`config.mk`:
```
export PLATFORM = sky130hd
export DESIGN_NAME = axi4_video_pattern_gen_mp
export DESIGN_NICKNAME = d
export VERILOG_FILES = /design/src/rtl/axi4_video_pattern_gen_pkg.sv /design/src/rtl/video_timing_cnt.sv /design/src/rtl/axi4_video_pattern_gen_mp.sv
export SDC_FILE = /design/constraint.sdc
export NUM_CORES = 1
export LEC_CHECK = 0
export CORE_UTILIZATION = 55
export DETAILED_ROUTE_END_ITERATION = 10
export GPL_TIMING_DRIVEN = 0
export PLACE_DENSITY = 0.83
export SYNTH_ARGS = -nofsm -noshare
export SYNTH_HDL_FRONTEND = slang
export SYNTH_SLANG_ARGS = --single-unit
```
`constraint.sdc`:
```
create_clock -name clk_i -period 3.7 [get_ports clk_i]
set_input_delay 1.11 -clock clk_i [delete_from_list [all_inputs] [get_ports clk_i]]
set_output_delay 1.11 -clock clk_i [all_outputs]
set_load 0.01 [all_outputs]
```
`src/rtl/axi4_video_pattern_gen_pkg.sv`:
```
// Shared types and constants for the AXI4-Stream video pattern generator.
//   pattern_t   : per-frame pattern selection
//   BAR_RGB     : colour-bar table, one bit per component, {R,G,B}
//   tdata_width : stream data width, whole bytes holding PX_PER_CLK RGB pixels
package axi4_video_pattern_gen_pkg;

  typedef enum logic [1:0] {
    COLOR_BARS = 2'd0,
    RAMP       = 2'd1,
    CHECKER    = 2'd2,
    SOLID      = 2'd3
  } pattern_t;

  // Index 0 is the leftmost bar: white, yellow, cyan, green, magenta, red, blue, black.
  localparam logic [7:0][2:0] BAR_RGB = {
    3'b000, 3'b001, 3'b100, 3'b101, 3'b010, 3'b011, 3'b110, 3'b111
  };

  function automatic int unsigned tdata_width(input int unsigned px_width,
                                              input int unsigned px_per_clk);
    return ((3 * px_width * px_per_clk + 7) / 8) * 8;
  endfunction

endpackage

```
`src/rtl/video_timing_cnt.sv`:
```
// Raster position counters for the pattern generator.
// x counts beats along a line (active beats then blanking beats), y counts lines.
//   clk_i, rst_i    : clock, synchronous active-high reset
//   stall_i         : hold the counters at the current position
//   x_o, y_o        : position of the beat to be generated next
//   active_o        : position lies in the active picture
//   sof_o, eol_o    : first beat of the frame / last active beat of a line
//   frame_wrap_o    : counters step from the last position back to (0,0) this clock
module video_timing_cnt
  import axi4_video_pattern_gen_pkg::*;
#(
  parameter int unsigned X_ACT_BEATS = 1920,
  parameter int unsigned X_TOTAL     = 2200,
  parameter int unsigned Y_ACTIVE    = 1080,
  parameter int unsigned Y_TOTAL     = 1125,
  parameter int unsigned XW          = 12,
  parameter int unsigned YW          = 11
) (
  input  logic          clk_i,
  input  logic          rst_i,
  input  logic          stall_i,
  output logic [XW-1:0] x_o,
  output logic [YW-1:0] y_o,
  output logic          active_o,
  output logic          sof_o,
  output logic          eol_o,
  output logic          frame_wrap_o
);

  localparam logic [XW-1:0] XLast = XW'(X_TOTAL - 1);
  localparam logic [XW-1:0] XAct  = XW'(X_ACT_BEATS);
  localparam logic [XW-1:0] XEol  = XW'(X_ACT_BEATS - 1);
  localparam logic [YW-1:0] YLast = YW'(Y_TOTAL - 1);
  localparam logic [YW-1:0] YAct  = YW'(Y_ACTIVE);

  logic [XW-1:0] x_q, x_d;
  logic [YW-1:0] y_q, y_d;
  logic          line_end;

  always_comb begin
    x_d          = x_q;
    y_d          = y_q;
    line_end     = (x_q == XLast);
    frame_wrap_o = line_end && (y_q == YLast) && !stall_i;
    if (!stall_i) begin
      if (line_end) begin
        x_d = '0;
        y_d = (y_q == YLast) ? '0 : y_q + 1'b1;
      end else begin
        x_d = x_q + 1'b1;
      end
    end
  end

  always_ff @(posedge clk_i) begin
    if (rst_i) begin
      x_q <= '0;
      y_q <= '0;
    end else begin
      x_q <= x_d;
      y_q <= y_d;
    end
  end

  assign x_o      = x_q;
  assign y_o      = y_q;
  assign active_o = (x_q < XAct) && (y_q < YAct);
  assign sof_o    = (x_q == '0) && (y_q == '0);
  assign eol_o    = (x_q == XEol) && (y_q < YAct);

endmodule

```
`src/rtl/axi4_video_pattern_gen_mp.sv`:
```
// AXI4-Stream RGB test-pattern source, PX_PER_CLK pixels per beat, honours backpressure.
//   clk_i, rst_i    : clock, synchronous active-high reset
//   pattern_i       : 0 colour bars, 1 moving ramp, 2 checkerboard, 3 solid (per frame)
//   solid_i         : solid colour {R,G,B}
//   video_o_t*      : AXI4-Stream master; tuser marks SOF, tlast marks end of active line
// The output register holds the beat on the bus; the counters point at the beat to build
// next, and only move when that register is free (empty, blanking, or handshaking).
module axi4_video_pattern_gen_mp
  import axi4_video_pattern_gen_pkg::*;
#(
  parameter int unsigned  Y_ACTIVE    = 1080,
  parameter int unsigned  Y_BLANKING  = 45,
  parameter int unsigned  X_ACTIVE    = 1920,
  parameter int unsigned  X_BLANKING  = 280,
  parameter int unsigned  PX_WIDTH    = 8,
  parameter int unsigned  PX_PER_CLK  = 1,
  parameter int unsigned  CHECK_LOG2  = 6,
  localparam int unsigned TDATA_WIDTH = tdata_width(PX_WIDTH, PX_PER_CLK)
) (
  input  logic                   clk_i,
  input  logic                   rst_i,
  input  logic [1:0]             pattern_i,
  input  logic [3*PX_WIDTH-1:0]  solid_i,
  output logic [TDATA_WIDTH-1:0] video_o_tdata,
  output logic                   video_o_tvalid,
  input  logic                   video_o_tready,
  output logic                   video_o_tlast,
  output logic                   video_o_tuser
);

  localparam int unsigned XActBeats = X_ACTIVE / PX_PER_CLK;
  localparam int unsigned XTotal    = XActBeats + X_BLANKING;
  localparam int unsigned YTotal    = Y_ACTIVE + Y_BLANKING;
  localparam int unsigned XW        = $clog2(XTotal + 1);
  localparam int unsigned YW        = $clog2(YTotal + 1);
  localparam int unsigned PxBits    = 3 * PX_WIDTH;
  localparam int unsigned BarPx     = X_ACTIVE / 8;

  logic [XW-1:0] x;
  logic [YW-1:0] y;
  logic          active, sof, eol, frame_wrap, stall;

  logic                   tvalid_q, tvalid_d, tlast_q, tlast_d, tuser_q, tuser_d;
  logic [TDATA_WIDTH-1:0] tdata_q, tdata_d, pixels;
  pattern_t               pattern_q, pattern_d, pattern_cur;
  logic [PxBits-1:0]      solid_q, solid_d, solid_cur;
  logic [PX_WIDTH-1:0]    frame_cnt_q, frame_cnt_d, ramp;
  logic [31:0]            px;
  logic [2:0]             bar, rgb;
  logic                   chk, y_chk;

  // Only a presented active beat can be refused; blanking beats never assert tvalid.
  assign stall = tvalid_q && !video_o_tready;

  video_timing_cnt #(
    .X_ACT_BEATS(XActBeats),
    .X_TOTAL    (XTotal),
    .Y_ACTIVE   (Y_ACTIVE),
    .Y_TOTAL    (YTotal),
    .XW         (XW),
    .YW         (YW)
  ) u_timing (
    .clk_i       (clk_i),
    .rst_i       (rst_i),
    .stall_i     (stall),
    .x_o         (x),
    .y_o         (y),
    .active_o    (active),
    .sof_o       (sof),
    .eol_o       (eol),
    .frame_wrap_o(frame_wrap)
  );

  // The SOF beat is built straight from the inputs, which are latched for the rest of the frame.
  assign pattern_cur = sof ? pattern_t'(pattern_i) : pattern_q;
  assign solid_cur   = sof ? solid_i : solid_q;
  assign y_chk       = |((32'(y) >> CHECK_LOG2) & 32'd1);

  always_comb begin
    pixels = '0;
    px     = '0;
    bar    = '0;
    rgb    = '0;
    ramp   = '0;
    chk    = 1'b0;
    for (int p = 0; p < int'(PX_PER_CLK); p++) begin
      px   = 32'(x) * PX_PER_CLK + 32'(p);
      bar  = 3'(px / BarPx);
      rgb  = BAR_RGB[bar];
      ramp = PX_WIDTH'(px) + frame_cnt_q;
      chk  = px[CHECK_LOG2] ^ y_chk;
      unique case (pattern_cur)
        COLOR_BARS: pixels[p*PxBits +: PxBits] =
            {{PX_WIDTH{rgb[2]}}, {PX_WIDTH{rgb[1]}}, {PX_WIDTH{rgb[0]}}};
        RAMP:       pixels[p*PxBits +: PxBits] = {3{ramp}};
        CHECKER:    pixels[p*PxBits +: PxBits] = {PxBits{chk}};
        SOLID:      pixels[p*PxBits +: PxBits] = solid_cur;
        default:    ;
      endcase
    end
  end

  always_comb begin
    tvalid_d    = tvalid_q;
    tdata_d     = tdata_q;
    tlast_d     = tlast_q;
    tuser_d     = tuser_q;
    pattern_d   = pattern_q;
    solid_d     = solid_q;
    frame_cnt_d = frame_cnt_q;
    if (!stall) begin
      tvalid_d = active;
      tdata_d  = active ? pixels : '0;
      tlast_d  = active && eol;
      tuser_d  = active && sof;
      if (sof) begin
        pattern_d = pattern_cur;
        solid_d   = solid_cur;
      end
    end
    if (frame_wrap) frame_cnt_d = frame_cnt_q + 1'b1;
  end

  always_ff @(posedge clk_i) begin
    if (rst_i) begin
      tvalid_q    <= 1'b0;
      tdata_q     <= '0;
      tlast_q     <= 1'b0;
      tuser_q     <= 1'b0;
      pattern_q   <= COLOR_BARS;
      solid_q     <= '0;
      frame_cnt_q <= '0;
    end else begin
      tvalid_q    <= tvalid_d;
      tdata_q     <= tdata_d;
      tlast_q     <= tlast_d;
      tuser_q     <= tuser_d;
      pattern_q   <= pattern_d;
      solid_q     <= solid_d;
      frame_cnt_q <= frame_cnt_d;
    end
  end

  assign video_o_tdata  = tdata_q;
  assign video_o_tvalid = tvalid_q;
  assign video_o_tlast  = tlast_q;
  assign video_o_tuser  = tuser_q;

endmodule

```
==> results.yml, run 1 <==
run_status:
  status: "completed"
floorplanning:
  start_util: 0.5683
  die_w_um: 93.91
  dieArea_sq_um: 8818
  die_h_um: 93.91
  coreArea_sq_um: 8175
  ioPinCount: 56
  rows: 33
global_routing:
  grt_max_degree: 16
  gr-total-overflow: 0
  grt_pass1_wl_um: 19600
  grt_pass1_vias: 4094
  grt_use_total: 0.2843
  antenna_found_initial: 0
synth:
  synthFlopType: "dfxtp_1"
  synth_area_leaders: "dfxtp_1, nand2_1, mux2i_1"
  ys_seq_area_frac: 0.3620
  ys_warn_count: 0
  synth_edf_count: 0
  synth_seq_cells: 84
  synth_fp_nets: 594
  netlist_instances: 551
  yosysTopAreaCell: "dfxtp_1"
  synth_top_area_share: 0.3620
  synthArstFlopShare: 0
  syn_area_sq_um: 4646
  yosysUniqueCellTypes: 71
  syn_area_per_cell_sq_um: 8.431
worst_setup_path:
  setup.worst_path.start_class: "primary input"
  crit_path_end_kind: "register"
  arrival_ns: 3.40
  cp_max_fo: 10
  required_ns: 3.99
  crit_type: "in -> reg"
cts:
  clk_pin_slew_ns: 0.09
  cts_resized: 0
  tritoncts: "built"
  clkLatencyLatePin_ns: 0.36
  post_cts_buffers: 0
  cts_root_buf: "clkbuf_8"
  htree_num_levels: 3
  numCtsBuffers: 9
  clk_path_buf_depth: 2
  cts.sinks: 84
  hold_buffers: 0
sta:
  setup_slack_ns: 0.5902
  skew_ns: 0.008091
  min_period_ns: 3.110
  fmax_mhz: 321.6
  slew_headroom: 0.2833
  setup_violations: 0
  worstMarginPinSlew_ns: 1.066
  rsz0062_at_grt: "false"
  slew_violations: 0
  fin_crit_sh: 0.8405
  hold_viol: 0
  fin_setup_tns_ns: 0
placed_design:
  gp_congestion: 0.8682
  post-place-ws_ns: 0.2635
  dp_hpwl_um: 8827
  io_buffer_count: 55
power:
  vdd_drop_max_mv: 0.2724
  p_leak_nw: 2.208
  power.density_nw_per_um2: 408.2
layout:
  final_cell_mix: "nand2_1, dfxtp_1, a21oi_1"
  syn_to_final_growth_pct: 19.18
  layout.nets: 660
  drive_above_1_share: 0.1029
  antennaDiodeCount: 0
  final_common_cell: "nand2_1"
drt:
  vias: 4337
  drcViolationCount: 0
  drtAntennaViolNets: 0
  wl_per_cell_um: 16.51
  wl_um: 12000
  viasPerCell: 5.966
  drtIter0Drc: 288
  dr.pass1.iters: 4
min_path:
  hp-class: "reg -> reg"
run:
  drv_cap: 0
[routing by layer]
metal | track usage | share of wire
met1 | 0.3823 | 0.44
met4 | 0.06923 | 0.015
met2 | 0.4726 | 0.48
met5 | 0 | 0
met3 | 0.04773 | 0.064
[path summary, 6_finish.rpt]
| check | startpoint | to | slack, ns | depth (start not counted) |
|---|---|---|---|---|
| worst min-delay path | video_o_tdata[13]$_SDFFE_PP0N_ | video_o_tdata[13]$_SDFFE_PP0N_ | 0.45 | 2 |
| worst max register to register | u_timing.x_o[8]$_SDFFE_PP0N_ | video_o_tdata[5]$_SDFFE_PP0N_ | 0.68 | 11 |
| worst min register to register | video_o_tdata[13]$_SDFFE_PP0N_ | video_o_tdata[13]$_SDFFE_PP0N_ | 0.45 | 2 |
| worst max-delay path | video_o_tready | solid_q[10]$_SDFFE_PP0P_ | 0.59 | 6 |
[final cells by class]
class                           count  area [sq um]
Multi-Input combinational cell    425          2744
Clock buffer                       10         137.6
Timing Repair Buffer               55         550.5
Clock inverter                      6         71.32
Sequential cell                    84          1682
Buffer                             31         178.9
Fill cell                         672          2639
Inverter                           11         41.29
Tap cell                          105         131.4
[cells by family after synthesis]
family | count (synthesis) | synth area share
compound gates | 146 | 0.1998
xor+xnor | 28 | 0.05279
simple gates | 201 | 0.2192
fa+ha+maj | 14 | 0.03932
flops | 84 | 0.3620
buf+inv | 42 | 0.04740
mux | 36 | 0.07945
[flip-flops by register name (all words and copies together) (netlist names)]
| register | count |
|---|---|
| solid_q | 24 |
| video_o_tdata | 24 |
| u_timing.x_o | 12 |
| u_timing.y_o | 11 |
| frame_cnt_q | 8 |
| pattern_q | 2 |
| video_o_tlast | 1 |
| video_o_tuser | 1 |
| video_o_tvalid | 1 |
[Yosys cell counts, drive strengths merged, types with 10 or more instances]
| master | n |
|---|---|
| a21oi | 62 |
| nand2 | 90 |
| o21ai | 32 |
| xnor2 | 13 |
| nor2 | 40 |
| buf | 18 |
| ha | 13 |
| nand4 | 14 |
| a22o | 15 |
| inv | 11 |
| mux2i | 32 |
| clkbuf | 13 |
| dfxtp | 84 |
| xor2 | 15 |
| or3 | 10 |
[critical path, stage by stage]
cell and delay [ns]:
clkdlybuf4s50_1 0.48, nor2b_1 0.08, nor4_2 0.93, clkbuf_1 0.50
nand2_1 0.12, a21oi_1 0.16
[report_power, final]
part,switching (W),internal [W]
Sequential,0.0000444,0.000977
Combinational,0.000294,0.000252
Clock,0.000356,0.000338
[metrics by stage]
stage | area [sq um] | hold WS [ns] | instances | util | power, W
5_1_grt | 5537 | 0.4635 | 727 | 0.6772 | 0.002356
3_3_place_gp | 5328 | 0.4372 | 711 | 0.6517 | 0.001559
4_1_cts | 5537 | 0.4497 | 727 | 0.6772 | 0.002259
6_report | 5537 | 0.4496 | 727 | 0.6772 | 0.002260
2_1_floorplan | 4646 | 0.4312 | 551 | - | 0.001360
3_5_place_dp | 5328 | 0.4371 | 711 | 0.6517 | 0.001574
Note: power is estimated with default switching activity, not from simulation.
==> inputs of run 2 (changes only) <==
Clock period 3.7 ns to 2.9 ns, I/O delays scaled along.
==> results.yml, run 2 (synthesized netlist as in run 1, its figures left out) <==
floorplanning:
  die_h_um: 93.91
  die_w_um: 93.91
  dieArea_sq_um: 8818
  ioPinCount: 56
  start_util: 0.5683
  coreArea_sq_um: 8175
  rows: 33
layout:
  drive_above_1_share: 0.1274
  syn_to_final_growth_pct: 21.38
  final_common_cell: "nand2_1"
  antennaDiodeCount: 0
  design_area_sq_um: 5639
  final_cell_mix: "nand2_1, dfxtp_1, a21oi_1"
  final_cell_count_no_fill: 733
  layout.nets: 666
worst_setup_path:
  arrival_ns: 3.03
  required_ns: 3.18
  crit_type: "reg -> reg"
  crit_path_end_kind: "register"
  setup.worst_path.start_class: "register"
  reg2reg_from: "u_timing.x_o[10]$_SDFFE_PP0N_"
  rr_worst_depth: 11
  r2r_end: "video_o_tdata[5]$_SDFFE_PP0N_"
  r2r_slack_ns: 0.15
  cp_max_fo: 10
placed_design:
  dp_hpwl_um: 8827
  place_inst: 711
  io_buffer_count: 55
  gp_congestion: 0.8682
  placed_area_sq_um: 5328
sta:
  min_period_ns: 2.755
  rsz0062_at_grt: "true"
  fmax_mhz: 363.0
  whs_ns: 0.4494
  slew_violations: 0
  slew_headroom: 0.5262
  hold_viol: 0
  setup_violations: 0
  skew_ns: 0.01126
  fin_crit_sh: 0.9498
  worstMarginPinSlew_ns: 0.7080
cts:
  tritoncts: "built"
  clk_path_buf_depth: 2
  clk_pin_slew_ns: 0.09
  clkLatencyLatePin_ns: 0.36
  cts_root_buf: "clkbuf_8"
  htree_num_levels: 3
  numCtsBuffers: 9
  cts.sinks: 84
drt:
  vias: 4386
  dr.pass1.iters: 5
  wl_per_cell_um: 16.69
  viasPerCell: 5.984
  drcViolationCount: 0
  drtAntennaViolNets: 0
  wl_um: 12230
  drtIter0Drc: 315
min_path:
  worstHoldStart: "video_o_tdata[13]$_SDFFE_PP0N_"
  min_to: "video_o_tdata[13]$_SDFFE_PP0N_"
  min_path_cells: 2
  hp-class: "reg -> reg"
global_routing:
  gr-total-overflow: 0
  grt_use_total: 0.2850
  antenna_found_initial: 0
  grt_pass1_wl_um: 19630
  grt_pass1_vias: 4097
  grt_max_degree: 16
run:
  drv_cap: 0
power:
  power.density_nw_per_um2: 516.3
  p_leak_nw: 2.250
  vdd_drop_max_mv: 0.3457
run_status:
  status: "completed"
-- run 2: what timing repair did --
item	4_1_cts	5_1_grt
hold endpoints to repair	0	0
resized for setup	2	15
pin swaps	1	1
hold buffers	0	0
endpoints found under the setup margin	8	41
setup buffers	0	6
-- run 2: worst max-delay path, cell delays in order (launching register included) --
cell      delay, ns
dfxtp_4        0.41
buf_6          0.16
nand3_2        0.11
inv_2          0.09
ha_1           0.23
nand2b_4       0.17
a21oi_1        0.07
or4_4          0.52
a31oi_1        0.22
nor3_2         0.09
a211o_1        0.33
a221oi_2       0.28
-- run 2: how the worst max path moves through the flow --
| stage | cells past startpoint | startpoint | slack, ns | end |
|---|---|---|---|---|
| 5_1_grt | 11 | u_timing.x_o[8]$_SDFFE_PP0N_ | -0.02 | video_o_tdata[5]$_SDFFE_PP0N_ |
| 6_report | 11 | u_timing.x_o[10]$_SDFFE_PP0N_ | 0.15 | video_o_tdata[5]$_SDFFE_PP0N_ |
| 4_1_cts | 11 | u_timing.x_o[10]$_SDFFE_PP0N_ | 0.02 | video_o_tdata[5]$_SDFFE_PP0N_ |
| 3_5_place_dp | 10 | video_o_tready | -0.30 | u_timing.y_o[10]$_SDFFE_PP0P_ |
| 2_1_floorplan | 11 | u_timing.x_o[8]$_SDFFE_PP0N_ | 0.29 | video_o_tdata[5]$_SDFFE_PP0N_ |
| 3_3_place_gp | 10 | video_o_tready | -0.19 | u_timing.y_o[6]$_SDFFE_PP0P_ |
-- run 2: layout make-up --
type | count | area, sq um
well taps | 105 | 131.4
inverters | 11 | 41.29
multi-input cells | 425 | 2783
flip-flops and latches | 84 | 1689
clock inverters | 6 | 71.32
plain buffers | 31 | 190.2
fillers | 660 | 2536
repair buffers | 61 | 595.6
clock buffers | 10 | 137.6
-- run 2: routing by layer --
metal,GRT usage,share of wire,up-vias
met5,0,0,-
met4,0.06795,0.014,0
met3,0.05097,0.061,23
met2,0.4720,0.48,173
met1,0.3833,0.45,2090
li1,-,-,2100
-- run 2: report_power, final --
part	leakage, nW	switching (W)	internal (W)
Sequential	0.690	0.0000566	0.00124
Combinational	1.46	0.000384	0.000335
Clock	0.105	0.000461	0.000431
Total	2.25	0.000901	0.00201
-- run 2: through the flow --
stage,total power (W),setup WS (ns),utilization,TNS (ns)
CTS,0.002882,0.02431,0.6777,0
finish,0.002912,0.1455,0.6898,0
detailed placement,0.002008,-0.2965,0.6517,-8.141
floorplan,0.001735,0.2879,-,0
global route,0.003028,-0.02184,0.6898,-0.02184
global placement,0.001988,-0.1895,0.6517,-5.373
==> inputs of run 3 (changes only) <==
Settings changed: SLEW_MARGIN from default to 30, SYNTH_HIERARCHICAL from default to 1.
==> results.yml, run 3 <==
run_status:
  status: "finished with violations"
  violations: "setup timing"
layout:
  final_common_cell: "nand2_1"
  layout.nets: 730
  finish.utilization: 0.7897
  final_cell_mix: "nand2_1, dfxtp_1, clkdlybuf4s50_1"
  syn_to_final_growth_pct: 37.63
  antennaDiodeCount: 0
  final_cell_count_no_fill: 796
  drive_above_1_share: 0.2142
worst_setup_path:
  crit_family: "buffers and inverters"
  required_ns: 3.20
  path_cells: "clkbuf_8, or4b_4, nor3_4, nand4_1, nor4_2, buf_4, buf_8, buf_6, bufbuf_16, buf_4, mux2i_1, o41ai_1, a21oi_2, o21ai_1"
  slowest_stage: "or4b_4"
  cp_max_fo: 9
  setup.worst_path.start_class: "register"
  arrival_ns: 3.51
  slowest_delay_ns: 0.51
  critPathBufInv: 6
  crit_type: "reg -> reg"
  crit_path_end_kind: "register"
  worst_path_most_repeated_cell: "buf_4"
sta:
  slew_headroom: 0.4358
  setup_violations: 24
  whs_ns: 0.4589
  min_period_ns: 3.210
  setup_slack_ns: -0.3099
  hold_viol: 0
  worstMarginPinSlew_ns: 0.8249
  skew_ns: 0.007747
  rsz0062_at_grt: "true"
  slew_violations: 0
  fmax_mhz: 311.5
  fin_crit_sh: 1.107
placed_design:
  gp_congestion: 0.9377
  post-place-ws_ns: -1.233
  dp_hpwl_um: 9727
  place_inst: 745
  io_buffer_count: 55
drt:
  wl_per_cell_um: 21.66
  drcViolationCount: 0
  wl_um: 17250
  drtIter0Drc: 606
  drtAntennaViolNets: 0
  dr.pass1.iters: 5
  vias: 5426
  viasPerCell: 6.817
min_path:
  hp-class: "reg -> reg"
synth:
  ys_seq_area_frac: 0.3549
  synthArstFlopShare: 0
  synth_edf_count: 0
  synth_fp_nets: 628
  ys_warn_count: 6
  synth_seq_cells: 84
  yosysMostFrequentCell: "nand2_1"
  syn_area_per_cell_sq_um: 8.100
  synth_area_leaders: "dfxtp_1, nand2_1, mux2i_1"
  synth.top_cells.by_count: "nand2_1, dfxtp_1, a21oi_1"
  synthFlopType: "dfxtp_1"
  netlist_instances: 585
  synth_top_area_share: 0.3549
  yosysTopAreaCell: "dfxtp_1"
  syn_area_sq_um: 4738
  yosysUniqueCellTypes: 66
cts:
  numCtsBuffers: 9
  clkLatencyLatePin_ns: 0.37
  cts.sinks: 84
  clk_pin_slew_ns: 0.09
  htree_num_levels: 3
  tritoncts: "built"
  cts_root_buf: "clkbuf_8"
  hold_buffers: 0
  clk_path_buf_depth: 2
power:
  power.density_nw_per_um2: 526.1
  vdd_drop_max_mv: 0.4403
  p_leak_nw: 2.487
  power_w: 0.003431
global_routing:
  antenna_found_initial: 0
  grt_pass1_vias: 4936
  grt_pass1_wl_um: 24830
  grt_use_total: 0.3630
  grt_max_degree: 15
  gr-total-overflow: 0
floorplanning:
  rows: 33
  coreArea_sq_um: 8258
  start_util: 0.5738
  dieArea_sq_um: 8990
  ioPinCount: 56
  die_h_um: 94.82
  die_w_um: 94.82
run:
  drv_cap: 0
-- run 3: power breakdown --
part / switching [W] / internal [W] / total (W)
Combinational: 0.000572 / 0.000580 / 0.00115
Sequential: 0.0000778 / 0.00126 / 0.00134
Clock: 0.000437 / 0.000505 / 0.000942
Total: 0.00109 / 0.00234 / 0.00343
-- run 3: kinds of logic after synthesis --
family                     count (synthesis)  synth area share
muxes                                     34           0.07526
adders and majority gates                 14           0.03855
xor gates and xnor gates                  25           0.04621
and+or+nand+nor                          221            0.2289
AOI/OAI and AO/OA                        163            0.2171
buffers and inverters                     44           0.03908
DFF                                       84            0.3549
-- run 3: per-stage QoR --
| step | setup TNS (ns) | instance area (sq um) |
|---|---|---|
| after global placement | -43.27 | 5539 |
| after CTS | -5.875 | 6324 |
| after floorplan | -1.477 | 4857 |
| after detailed placement | -47.24 | 5539 |
| final | -4.534 | 6521 |
| after global routing | -5.917 | 6521 |
-- run 3: worst reg2reg max path: cells and delay by family, from the launching register on --
family          cells  cell delay (ns)
simple gates        4             0.98
buf+inv             6             1.06
flops               1             0.35
compound gates      3             0.65
mux                 1             0.10
-- run 3: per-layer routing --
layer | vias to the layer above | track usage | part of all wire
met1 | 2565 | 0.4268 | 0.38
met3 | 114 | 0.08213 | 0.090
li1 | 2333 | - | -
met4 | 0 | 0.2500 | 0.068
met5 | - | 0 | 0
met2 | 414 | 0.5851 | 0.47
-- run 3: layout make-up --
class / count / area, sq um
fillers: 464 / 1737
flip-flops and latches: 84 / 1697
inverters: 9 / 41.29
plain buffers: 31 / 291.5
multi-input cells: 457 / 3211
well taps: 105 / 131.4
clock inverters: 4 / 73.82
clock buffers: 11 / 141.4
repair buffers: 95 / 934.6
-- run 3: path summary, 6_finish.rpt --
kind / startpoint / cells past startpoint / to / slack (ns)
max reg2reg: u_timing/x_o[7]$_SDFFE_PP0N_ / 14 / video_o_tdata[22]$_SDFFE_PP0N_ / -0.31
max: u_timing/x_o[7]$_SDFFE_PP0N_ / 14 / video_o_tdata[22]$_SDFFE_PP0N_ / -0.31
min reg2reg: solid_q[8]$_SDFFE_PP0P_ / 2 / solid_q[8]$_SDFFE_PP0P_ / 0.46
min: solid_q[8]$_SDFFE_PP0P_ / 2 / solid_q[8]$_SDFFE_PP0P_ / 0.46
-- run 3: repair_timing --
| action | CTS | global route |
|---|---|---|
| gates cloned | 2 | 0 |
| pin swaps | 36 | 18 |
| resized for setup | 83 | 38 |
| buffers inserted | 29 | 10 |
| setup endpoints to repair | 79 | 60 |
